## src/rtl/sevenseg_pkg.sv

```systemverilog
// Shared segment codes and scan FSM encoding for the seven-segment scan driver.
package sevenseg_pkg;

  localparam logic [6:0] SEG_0     = 7'h40;
  localparam logic [6:0] SEG_1     = 7'h79;
  localparam logic [6:0] SEG_2     = 7'h24;
  localparam logic [6:0] SEG_3     = 7'h30;
  localparam logic [6:0] SEG_4     = 7'h19;
  localparam logic [6:0] SEG_5     = 7'h12;
  localparam logic [6:0] SEG_6     = 7'h02;
  localparam logic [6:0] SEG_7     = 7'h78;
  localparam logic [6:0] SEG_8     = 7'h00;
  localparam logic [6:0] SEG_9     = 7'h10;
  localparam logic [6:0] SEG_A     = 7'h08;
  localparam logic [6:0] SEG_B     = 7'h03;
  localparam logic [6:0] SEG_C     = 7'h46;
  localparam logic [6:0] SEG_D     = 7'h21;
  localparam logic [6:0] SEG_E     = 7'h06;
  localparam logic [6:0] SEG_F     = 7'h0E;
  localparam logic [6:0] SEG_BLANK = 7'h7F;

  typedef enum logic [1:0] {IDLE, BLANK, SHOW} state_t;

endpackage

```

## src/rtl/sevenseg_scan_driver_hex_to_seg.sv

```systemverilog
// Hex nibble to active-low {g,f,e,d,c,b,a} segment decoder.
module hex_to_seg
  import sevenseg_pkg::*;
(
  input  logic [3:0] nibble,
  output logic [6:0] seg
);

  always_comb begin
    seg = SEG_BLANK;
    case (nibble)
      4'h0: seg = SEG_0;
      4'h1: seg = SEG_1;
      4'h2: seg = SEG_2;
      4'h3: seg = SEG_3;
      4'h4: seg = SEG_4;
      4'h5: seg = SEG_5;
      4'h6: seg = SEG_6;
      4'h7: seg = SEG_7;
      4'h8: seg = SEG_8;
      4'h9: seg = SEG_9;
      4'hA: seg = SEG_A;
      4'hB: seg = SEG_B;
      4'hC: seg = SEG_C;
      4'hD: seg = SEG_D;
      4'hE: seg = SEG_E;
      4'hF: seg = SEG_F;
    endcase
  end

endmodule

```

## src/rtl/sevenseg_scan_driver.sv

```systemverilog
// Time-multiplexed 8-digit common-anode display driver with per-frame input snapshot.
// Optional leading-zero suppression when SEVENSEG_LZ_BLANK_EN is defined.
module sevenseg_scan_driver
  import sevenseg_pkg::*;
#(
  parameter int N_DIGITS     = 8,
  parameter int REFRESH_CNT  = 50000,
  parameter int BLANK_CYCLES = 1000
) (
  input  logic                  CLK,
  input  logic                  RESETN,
  input  logic [4*N_DIGITS-1:0] HEX_IN,
  input  logic [N_DIGITS-1:0]   DP_IN,
  input  logic                  EN,
  output logic [N_DIGITS-1:0]   ANODE,
  output logic [6:0]            CATHODE,
  output logic                  DP,
  output logic                  FRAME_START
);

  localparam int CW = $clog2(REFRESH_CNT);
  localparam int IW = (N_DIGITS > 1) ? $clog2(N_DIGITS) : 1;
  localparam logic [CW-1:0] CNT_LAST   = CW'(REFRESH_CNT - 1);
  localparam logic [CW-1:0] BLANK_LAST = CW'((BLANK_CYCLES > 0) ? BLANK_CYCLES - 1 : 0);
  localparam logic [IW-1:0] IDX_LAST   = IW'(N_DIGITS - 1);
  localparam state_t        SLOT_FIRST = (BLANK_CYCLES > 0) ? BLANK : SHOW;
  localparam logic [N_DIGITS-1:0] ONE_HOT0 = N_DIGITS'(1);

  state_t                       state;
  logic [IW-1:0]                idx;
  logic [CW-1:0]                cnt;
  logic [N_DIGITS-1:0][3:0]     shadow_hex;
  logic [N_DIGITS-1:0]          shadow_dp;
  logic [6:0]                   seg;
  logic                         capture;
  logic                         digit_on;

  hex_to_seg u_dec (
    .nibble (shadow_hex[idx]),
    .seg    (seg)
  );

  // Snapshot on leaving IDLE and on the edge that ends the last digit's slot.
  assign capture = (state == IDLE) ||
                   ((state != IDLE) && (cnt == CNT_LAST) && (idx == IDX_LAST));

`ifdef SEVENSEG_LZ_BLANK_EN
  logic [IW-1:0] top_idx, top_idx_d;

  always_comb begin
    top_idx_d = '0;
    for (int i = 1; i < N_DIGITS; i++)
      if (HEX_IN[4*i +: 4] != 4'h0) top_idx_d = IW'(i);
  end

  assign digit_on = (idx <= top_idx);

  always_ff @(posedge CLK) begin
    if (!RESETN)              top_idx <= '0;
    else if (EN && capture)   top_idx <= top_idx_d;
  end
`else
  assign digit_on = 1'b1;
`endif

  always_ff @(posedge CLK) begin
    if (!RESETN) begin
      state       <= IDLE;
      idx         <= '0;
      cnt         <= '0;
      shadow_hex  <= '0;
      shadow_dp   <= '0;
      ANODE       <= '1;
      CATHODE     <= SEG_BLANK;
      DP          <= 1'b1;
      FRAME_START <= 1'b0;
    end else if (!EN) begin
      state       <= IDLE;
      idx         <= '0;
      cnt         <= '0;
      ANODE       <= '1;
      CATHODE     <= SEG_BLANK;
      DP          <= 1'b1;
      FRAME_START <= 1'b0;
    end else begin
      // Outputs follow the state held before this edge.
      ANODE       <= '1;
      CATHODE     <= SEG_BLANK;
      DP          <= 1'b1;
      FRAME_START <= (state != IDLE) && (idx == '0) && (cnt == '0);
      if (state == SHOW && digit_on) begin
        ANODE   <= ~(ONE_HOT0 << idx);
        CATHODE <= seg;
        DP      <= ~shadow_dp[idx];
      end

      if (capture) begin
        shadow_hex <= HEX_IN;
        shadow_dp  <= DP_IN;
      end

      case (state)
        IDLE: begin
          state <= SLOT_FIRST;
          idx   <= '0;
          cnt   <= '0;
        end
        BLANK, SHOW: begin
          if (cnt == CNT_LAST) begin
            cnt   <= '0;
            state <= SLOT_FIRST;
            idx   <= (idx == IDX_LAST) ? '0 : idx + 1'b1;
          end else begin
            cnt <= cnt + 1'b1;
            if (state == BLANK && cnt == BLANK_LAST) state <= SHOW;
          end
        end
        default: state <= IDLE;
      endcase
    end
  end

endmodule

```

## config.mk

```make
export PLATFORM = sky130hd
export DESIGN_NAME = sevenseg_scan_driver
export DESIGN_NICKNAME = d
export VERILOG_FILES = /design/src/rtl/sevenseg_pkg.sv /design/src/rtl/sevenseg_scan_driver_hex_to_seg.sv /design/src/rtl/sevenseg_scan_driver.sv
export SDC_FILE = /design/constraint.sdc
export NUM_CORES = 1
export LEC_CHECK = 0
export ABC_AREA = 0
export CORE_MARGIN = 5
export CORE_UTILIZATION = 35
export DETAILED_ROUTE_END_ITERATION = 16
export GPL_ROUTABILITY_DRIVEN = 0
export PLACE_DENSITY = 0.6
export SLEW_MARGIN = 10
export SYNTH_ARGS = -nofsm -noshare
export SYNTH_HDL_FRONTEND = slang
export SYNTH_SLANG_ARGS = --single-unit
```

## constraint.sdc

```tcl
create_clock -name CLK -period 7.9 [get_ports CLK]
set_clock_uncertainty 0.1 [all_clocks]
set_input_delay 1.58 -clock CLK [delete_from_list [all_inputs] [get_ports CLK]]
set_output_delay 1.58 -clock CLK [all_outputs]
set_load 0.1 [all_outputs]
```

# Word level (Yosys, flattened, before mapping)
# Memories as Yosys holds them, arrays and structs flattened. A register that Yosys moved wholly into a read port is not among the register bits.
# Index checks and enable logic that the tools add are counted.
[classes]
n_addsub = 2
n_mul = 0
div_mod_pow = 0
magnitude_cmp = 1
n_eq_ne = 7
shift = 1
mux = 12
bitwise = 2
n_reduce_logical = 17
[ops]
columns = ["cell", "count"]
rows = [
  ["$pmux W16 S2", 1],
  ["$add A16 B1 Y16 const B", 1],
  ["$eq A16 B10 Y1 const B", 1],
  ["$eq A16 B16 Y1 const B", 1],
  ["$logic_not A16 Y1", 1],
  ["$mux W16", 1],
  ["$bmux W4 S3", 1],
  ["$not A8 Y8", 1],
  ["$shl A1 B3 Y8 const A", 1],
  ["$mux W3", 2],
  ["$pmux W3 S2", 1],
  ["$reduce_and A2 Y1", 3],
  ["$logic_and A1 B1 Y1", 5],
  ["$lt A3 B4 Y1 const B", 1],
  ["$mux W2", 2],
  ["$mux W4", 1],
  ["$pmux W2 S2", 1],
  ["$reduce_bool A2 Y1", 2],
  ["$add A3 B1 Y3 const B", 1],
  ["$bmux W1 S3", 1],
  ["$eq A3 B3 Y1 const B", 1],
  ["$logic_not A3 Y1", 1],
  ["$ne A3 B3 Y1 const B", 1],
  ["$reduce_and A3 Y1", 1],
  ["other kinds (9)", 9],
]
[word_totals]
ff_bits = 71
latch_bits = 0
ram_bits = 0
mem_bits_ro = 112
inputBits = 43
output_inout_bits = 17
memories = 1
[mem_list]
columns = ["name", "words", "word_bits", "rd", "rd_ports_with_merged_regs", "wr", "line_no", "text"]
rows = [
  ["(no name shown)", 16, 7, 1, 1, 0, "sevenseg_scan_driver_hex_to_seg.sv:11", "case (nibble)"],
]

# Longest topological paths before layout
# Gate-level depths: netlist of the first run.
[logic_depth]
depth_word = 5
mapped_depth = 9
mapped_depth_nobuf = 7

# By module
# From an unflattened synthesis of the first run, not the netlist that was laid out.
[unflattened]
cells_unflattened = 421
area_unflattened_um2 = 3892.5
[by_module_without_submodules]
columns = ["module", "n_inst", "cells_each", "area_each_um2", "seq_area_each_um2"]
rows = [
  ["sevenseg_scan_driver", 1, 389, 3617.2, 1561.5],
  ["hex_to_seg", 1, 32, 275.3, 0.0],
]

# Worst setup path before layout of the first run
# No wires, ideal clock.
[synth_timing]
path_kind = "register to register"
start = "register idx[0]"
end = "register CATHODE[3]"
setup_ns = 0.137
t_arrival_ns = 2.441
t_required_ns = 7.663
path_slack_ns = 5.223
stages_incl_launch_ff = 10
period_less_slack_ns = 2.677
cell_sequence = "dfxtp_1 -> buf_2 -> buf_4 -> mux4_2 -> mux2i_1 -> inv_1 -> ha_1 -> a21boi_0 -> a2111oi_0 -> a31oi_1"
[synth_between]
elab_chain_len = 2
[synth_rtl]
columns = ["element", "line_no", "text"]
rows = [
  ["start, declared", "sevenseg_scan_driver.sv:30", "logic [IW-1:0] idx;"],
  ["start signal, assigned", "sevenseg_scan_driver.sv:112", "idx <= (idx == IDX_LAST) ? '0 : idx + 1'b1;"],
  ["$bmux W4 S3", "sevenseg_scan_driver.sv:39", ".nibble (shadow_hex[idx]),"],
  ["$mux W4 (implied by the code)", "sevenseg_scan_driver.sv:39", ""],
  ["end, declared", "sevenseg_scan_driver.sv:16", "output logic [6:0] CATHODE,"],
]
# Every way passes these cells. The select of a mux whose other input is x is not followed.
# A chain may end at the register's enable or synchronous reset.

# Worst setup path after layout of the first run
[layout_timing]
start = "register CATHODE[4]"
end = "output port CATHODE[4]"
# No word-level cell between the ends.

==> run metrics, run 1 <==
grt total ovfl 0; Tmin final 3480 ps; DRC errors left 0; nets 516; Cell Area, Synth 3790 µm²; Overall Global Routing Usage 12.9%; FFs w/ async S/R, synth 0%; Synth Area per Inst 9.28 µm²; vias in the first global route 2,944; area fraction in compound gates after synthesis 4.96%; Placed Area 4410 µm²; Worst Tran Pin Value 1190 ps; share of cells above drive strength 1 7.38%; DIE WIDTH 114 µm; row count 38; initial drt markers 121; Final Setup Violations 0; CP arrival 1800 ps; Adder-Cell Fraction of Synth Area 5.62%; Design Power 801 µW; VDD IR max 0.0648 mV; Inserted Diodes 0; r2r worst-path depth 6; clk sinks 78; number of buffers created by CTS 9; CP Capture Type output pin; root buf cell clkbuf_8; Synth Area in Simple Gates 21.5%; hold_buf cts 0; initial antenna violation count 0; clock slew at reported path FFs 80 ps; static leakage 0.00181 µW; IO Pins 60; pre-CTS WS 4360 ps; Final Instance Area 4610 µm²; die area 13,000 µm²; worst skew pair latency 350 ps; setup bufs post-CTS 0; crit path launch CATHODE[4]; WP buf/inv 1; Register Area 1560 µm²; wire per inst 13.2 µm; Pre-antenna DRT Iters 4; CP Capture Point CATHODE[4]; Yosys warnings 0; Core Region 10,700 µm²; CTS max path bufs 2; area grow syn2layout 21.7%; H-tree Lvls 3; first-pass GRT wire length 13,500 µm; RSZ-0062 raised after global routing false; mux contribution to synthesized area 18.3%; Max Freq 0.287 GHz; Hold Fails Final Rpt 0; Gates resized, CTS repair 0; XOR/XNOR share of the synthesized area 2.78%; WP data required 6220 ps; # fillers 1,076; Cell Count, Final, Fillers Out 601; slew margin rel. 18.4%; DRT antenna net count 0; detailed-route via count 2,900; wirelength, routed 7960 µm; final setup TNS 0 ps; Max Slew Vio Count 0; Crit Path Max Fanout 1; Post-synth EDFFs 0; PortBufs 59; FF-to-FF End CATHODE[0]; Max-Cap Viols 0; r2r setup slk 4710 ps; Initial Util 35.4%; area leader, netlist dfxtp_1; Placed Cells 585; Post-Syn Instances 408; Worst Setup Start Kind flip-flop; CTS tree done; Seq/Total Area, Yosys 41.2%; Mapped Nets 468; die height 114 µm; R2R Path Start idx[0]; area taken by multi-input logic gates 2020 µm²; type of the worst setup path reg -> out; combinational family with the most area after synthesis simple AND/OR/NAND/NOR gates; Hold Path Class reg -> reg; Cell variety after synth 47; FF+latch count, synth 78; worst-path cell chain clkdlybuf4s50_1; Synth area leaders dfxtp_1, mux2i_1, nand2_1, ha_1, mux4_2; PnR worst setup slack 4420 ps; fin crit share 44.1%; power density over the cells 174 nW/µm²; post-DP HPWL 5670 µm; status finished, final reports clean; slowest stage delay, CP 1120 ps; cell family with most CP delay buffers and inverters; pin count of the biggest net entering global routing 84; top-area cell type share of the netlist area 41.2%; ys flop type dfxtp_1; slowest stage cell, crit path clkdlybuf4s50_1; Crit path depth 1; vias per cell 4.83
[worst min-delay path by stage]
stage,from,slack (ps),to,depth (start not counted)
4_1_cts,shadow_hex[30],360,shadow_hex[30],2
3_3_place_gp,shadow_hex[3],340,shadow_hex[3],2
2_1_floorplan,shadow_hex[30],330,shadow_hex[30],2
5_1_grt,shadow_hex[3],380,shadow_hex[3],2
3_5_place_dp,shadow_hex[26],350,shadow_hex[26],2
6_report,shadow_dp[7],360,shadow_dp[7],2
[sequential cells by signal, indices dropped and copies added (netlist names)]
signal       cells
cnt             16
shadow_dp        8
CATHODE          7
idx              3
state            2
DP               1
shadow_hex      32
FRAME_START      1
ANODE            8
[stage by stage]
| step | hold WS, ps | utilization [%] |
|---|---|---|
| detailed placement | 346 | 41.2 |
| finish | 359 | 43.1 |
| floorplan | 331 | - |
| global placement | 340 | 41.2 |
| global route | 376 | 43.1 |
| CTS | 361 | 43.1 |
[kinds of logic after synthesis]
logic type / count (synthesis)
buf+inv: 36
mux: 59
fa+ha+maj: 17
compound gates: 28
xor+xnor: 12
flops: 78
simple gates: 178
[cells in the mapped netlist, drive strengths merged (3+ instances only)]
| library cell | n |
|---|---|
| a21oi | 8 |
| a31oi | 3 |
| and3 | 3 |
| buf | 11 |
| clkbuf | 14 |
| dfxtp | 78 |
| ha | 17 |
| inv | 10 |
| mux2i | 49 |
| mux4 | 8 |
| nand2 | 104 |
| nand3 | 11 |
| nand3b | 3 |
| nand4 | 6 |
| nor2 | 23 |
| nor2b | 3 |
| nor3 | 6 |
| nor4 | 6 |
| o21ai | 5 |
| o221ai | 3 |
| xnor2 | 3 |
| xor2 | 9 |
[placed cells by master, fill, tap and decap left out, types with 9 or more instances in the layout]
cell type and n:
nand3_1 11, ha_1 17, nand2_1 104, nor2_1 23, xor2_1 9, clkbuf_8 10, clkdlybuf4s50_1 58, mux2i_1 49
inv_1 10, dfxtp_1 78
[layer usage]
| layer | part of all wire (%) | wire [µm] | GRT usage [%] | vias up |
|---|---|---|---|---|
| met2 | 45 | 3550 | 20.4 | 62 |
| met3 | 4.7 | 377 | 4.08 | 13 |
| met5 | 0 | 0 | 0 | - |
| met4 | 1.9 | 153 | 5.15 | 0 |
| li1 | - | - | - | 1492 |
| met1 | 49 | 3880 | 16.4 | 1333 |
[where the power goes]
group | internal, µW | leakage [µW] | switching [µW] | total [µW]
combinational | 44.2 | 0.00107 | 40.2 | 84.4
clock | 155 | 0.0000955 | 147 | 301
sequential | 408 | 0.000636 | 7.25 | 415
[final cells by class]
type | count | area share, %
timing repair buffer | 62 | 13.2
sequential | 78 | 33.9
clock buffer | 11 | 3.07
clock inverter | 5 | 1.28
tap | 140 | 3.80
inverter | 11 | 0.896
multi-input combinational | 294 | 43.9
Power figures use the tool's default switching activity.
==> run 2, diff against run 1 <==
==> constraint.sdc (replaced) <==
create_clock -name CLK -period 3.65 [get_ports CLK]
set_clock_uncertainty 0.1 [all_clocks]
set_input_delay 0.73 -clock CLK [delete_from_list [all_inputs] [get_ports CLK]]
set_output_delay 0.73 -clock CLK [all_outputs]
set_load 0.1 [all_outputs]
==> run metrics, run 2 (synthesis results as in run 1) <==
initial drt markers 166 (+37%); Worst Setup Start Kind flip-flop; max reg flops 32 (unchanged); crit path launch idx[0]; nets 518 (+0.39%); DRC errors left 0 (unchanged); # fillers 1,040 (-3.3%); Biggest register shadow_hex; Worst Tran Pin Value 983 ps (-207 ps); slowest stage cell, crit path mux4_2; Pint 1230 µW (+100%); area grow syn2layout 21.6% (about the same); final hold slack 360 ps (+1.23 ps); IO Pins 60 (unchanged); Final Setup Violations 0 (unchanged); initial antenna violation count 0 (unchanged); power density over the cells 364 nW/µm² (+110%); slowest stage delay, CP 540 ps (-580 ps); DRT antenna net count 0 (unchanged); row count 38 (unchanged); post-DP HPWL 5890 µm (+3.7%); final setup TNS 0 ps (unchanged); vias in the first global route 2,889 (-1.9%); PnR worst setup slack 912 ps (-3500 ps); CTS max path bufs 2 (unchanged); detailed-route via count 2,911 (+0.38%); pre-CTS WS 979 ps (-3380 ps); Sequential Power Share 53.7% (+1.9 points); hold_buf cts 0 (unchanged); share of cells above drive strength 1 7.99% (+0.62 points); Pre-antenna DRT Iters 4 (unchanged); vias per cell 4.83 (about the same); Tmin final 2740 ps; Max-Cap Viols 0 (unchanged); wirelength, routed 7910 µm (-0.65%); switching pwr 440 µW (+130%); Inserted Diodes 0 (unchanged); Crit Path Max Fanout 6 (+5); most common cell after layout, fill and taps aside nand2_1; Logic pwr share 10.9% (+0.4 points); worst skew pair latency 350 ps (about the same); die area 13,000 µm² (unchanged); commonest cells after routing, fill and taps aside nand2_1, dfxtp_1, clkdlybuf4s50_1; CP Capture Type flip-flop; PortBufs 59 (unchanged); CP arrival 2870 ps (+1070 ps); clock share of power 35.3% (-2.3 points); Core Region 10,700 µm² (unchanged); biggest regs shadow_hex: 32 flops, cnt: 16 flops; status finished, final reports clean; static leakage 0.00181 µW (+0.13%); CTS tree done; die height 114 µm (unchanged); wire per inst 13.1 µm (-0.98%); root buf cell clkbuf_8; Gates resized, CTS repair 0 (unchanged); hold path start shadow_dp[4]; R2R Path Start idx[0]; clock slew at reported path FFs 90 ps (about the same); WP data required 3780 ps (-2440 ps); Hold Path Class reg -> reg; number of buffers created by CTS 9 (unchanged); first-pass GRT wire length 13,700 µm (+1.6%); Max Slew Vio Count 0 (unchanged); setup bufs post-CTS 0 (unchanged); RSZ-0062 raised after global routing false; Initial Util 35.4% (unchanged); worst-path cell chain mux4_2 -> mux2i_1 -> inv_1 -> ha_1 -> a21boi_0 -> a2111oi_0 -> a31oi_1; DIE WIDTH 114 µm (unchanged); Max Freq 0.365 GHz; grt total ovfl 0 (unchanged); fin crit share 75.0%; sw frac 26.3% (+2.0 points); Hold Fails Final Rpt 0 (unchanged); Overall Global Routing Usage 13.0% (+0.081 points); pin count of the biggest net entering global routing 69 (-18%); VDD IR max 0.156 mV (+140%); clk sinks 78 (unchanged); type of the worst setup path reg -> reg; H-tree Lvls 3 (unchanged); slew margin rel. 34.3% (+16 points)
run 2: cell count changes in the layout (fill, tap and decap cells not counted), sizes merged:
cell,before,now
inv,10,13
clkbuf,11,9
buf,4,6
bufinv,1,0
run 2: final timing paths:
| path | cells past startpoint | slack, ps | end |
|---|---|---|---|
| setup / recovery | 7 | 910 | CATHODE[3] |
| hold / removal | 2 | 360 | shadow_dp[4] |
| setup reg to reg | 7 | 910 | CATHODE[3] |
| hold reg to reg | 2 | 360 | shadow_dp[4] |
run 2: layout make-up:
class	count	area (µm²)	share of cell area (%)
Tap cell	140	175	3.80
Multi-Input combinational cell	294	2020	43.9
Timing Repair Buffer	64	623	13.5
Clock inverter	7	57.6	1.25
Sequential cell	78	1560	33.9
Clock buffer	9	124	2.69
Inverter	11	41.3	0.897
run 2: power groups by stage:
| stage | Clock (µW) | Sequential [µW] | Combinational [µW] |
|---|---|---|---|
| after floorplan | 0 | 915 | 125 |
| after global placement | 0 | 919 | 181 |
| after detailed placement | 0 | 919 | 184 |
| after CTS | 615 | 900 | 184 |
| after global routing | 661 | 904 | 202 |
| final | 592 | 899 | 183 |
run 2: routing by layer:
metal	part of all wire, %	up-vias	global-route usage (%)
met5	0	-	0
met4	1.3	0	4.99
met3	4.1	7	2.81
met2	45	60	20.5
met1	49	1342	17.4
li1	-	1502	-
run 2: worst max-delay path: cells and delay by family (launching register included):
kind / cells / cell delay [ps]
mux: 2 / 980
fa+ha+maj: 1 / 230
flops: 1 / 520
compound gates: 3 / 650
buf+inv: 1 / 140
run 2: metrics by stage:
stage | cells | utilization (%) | cell area, µm² | total power, µW
detailed placement | 587 | 41.3 | 4420 | 1100
global placement | 587 | 41.3 | 4420 | 1100
floorplan | 408 | - | 3790 | 1040
CTS | 603 | 43.0 | 4600 | 1700
finish | 603 | 43.0 | 4600 | 1670
global route | 603 | 43.0 | 4600 | 1770
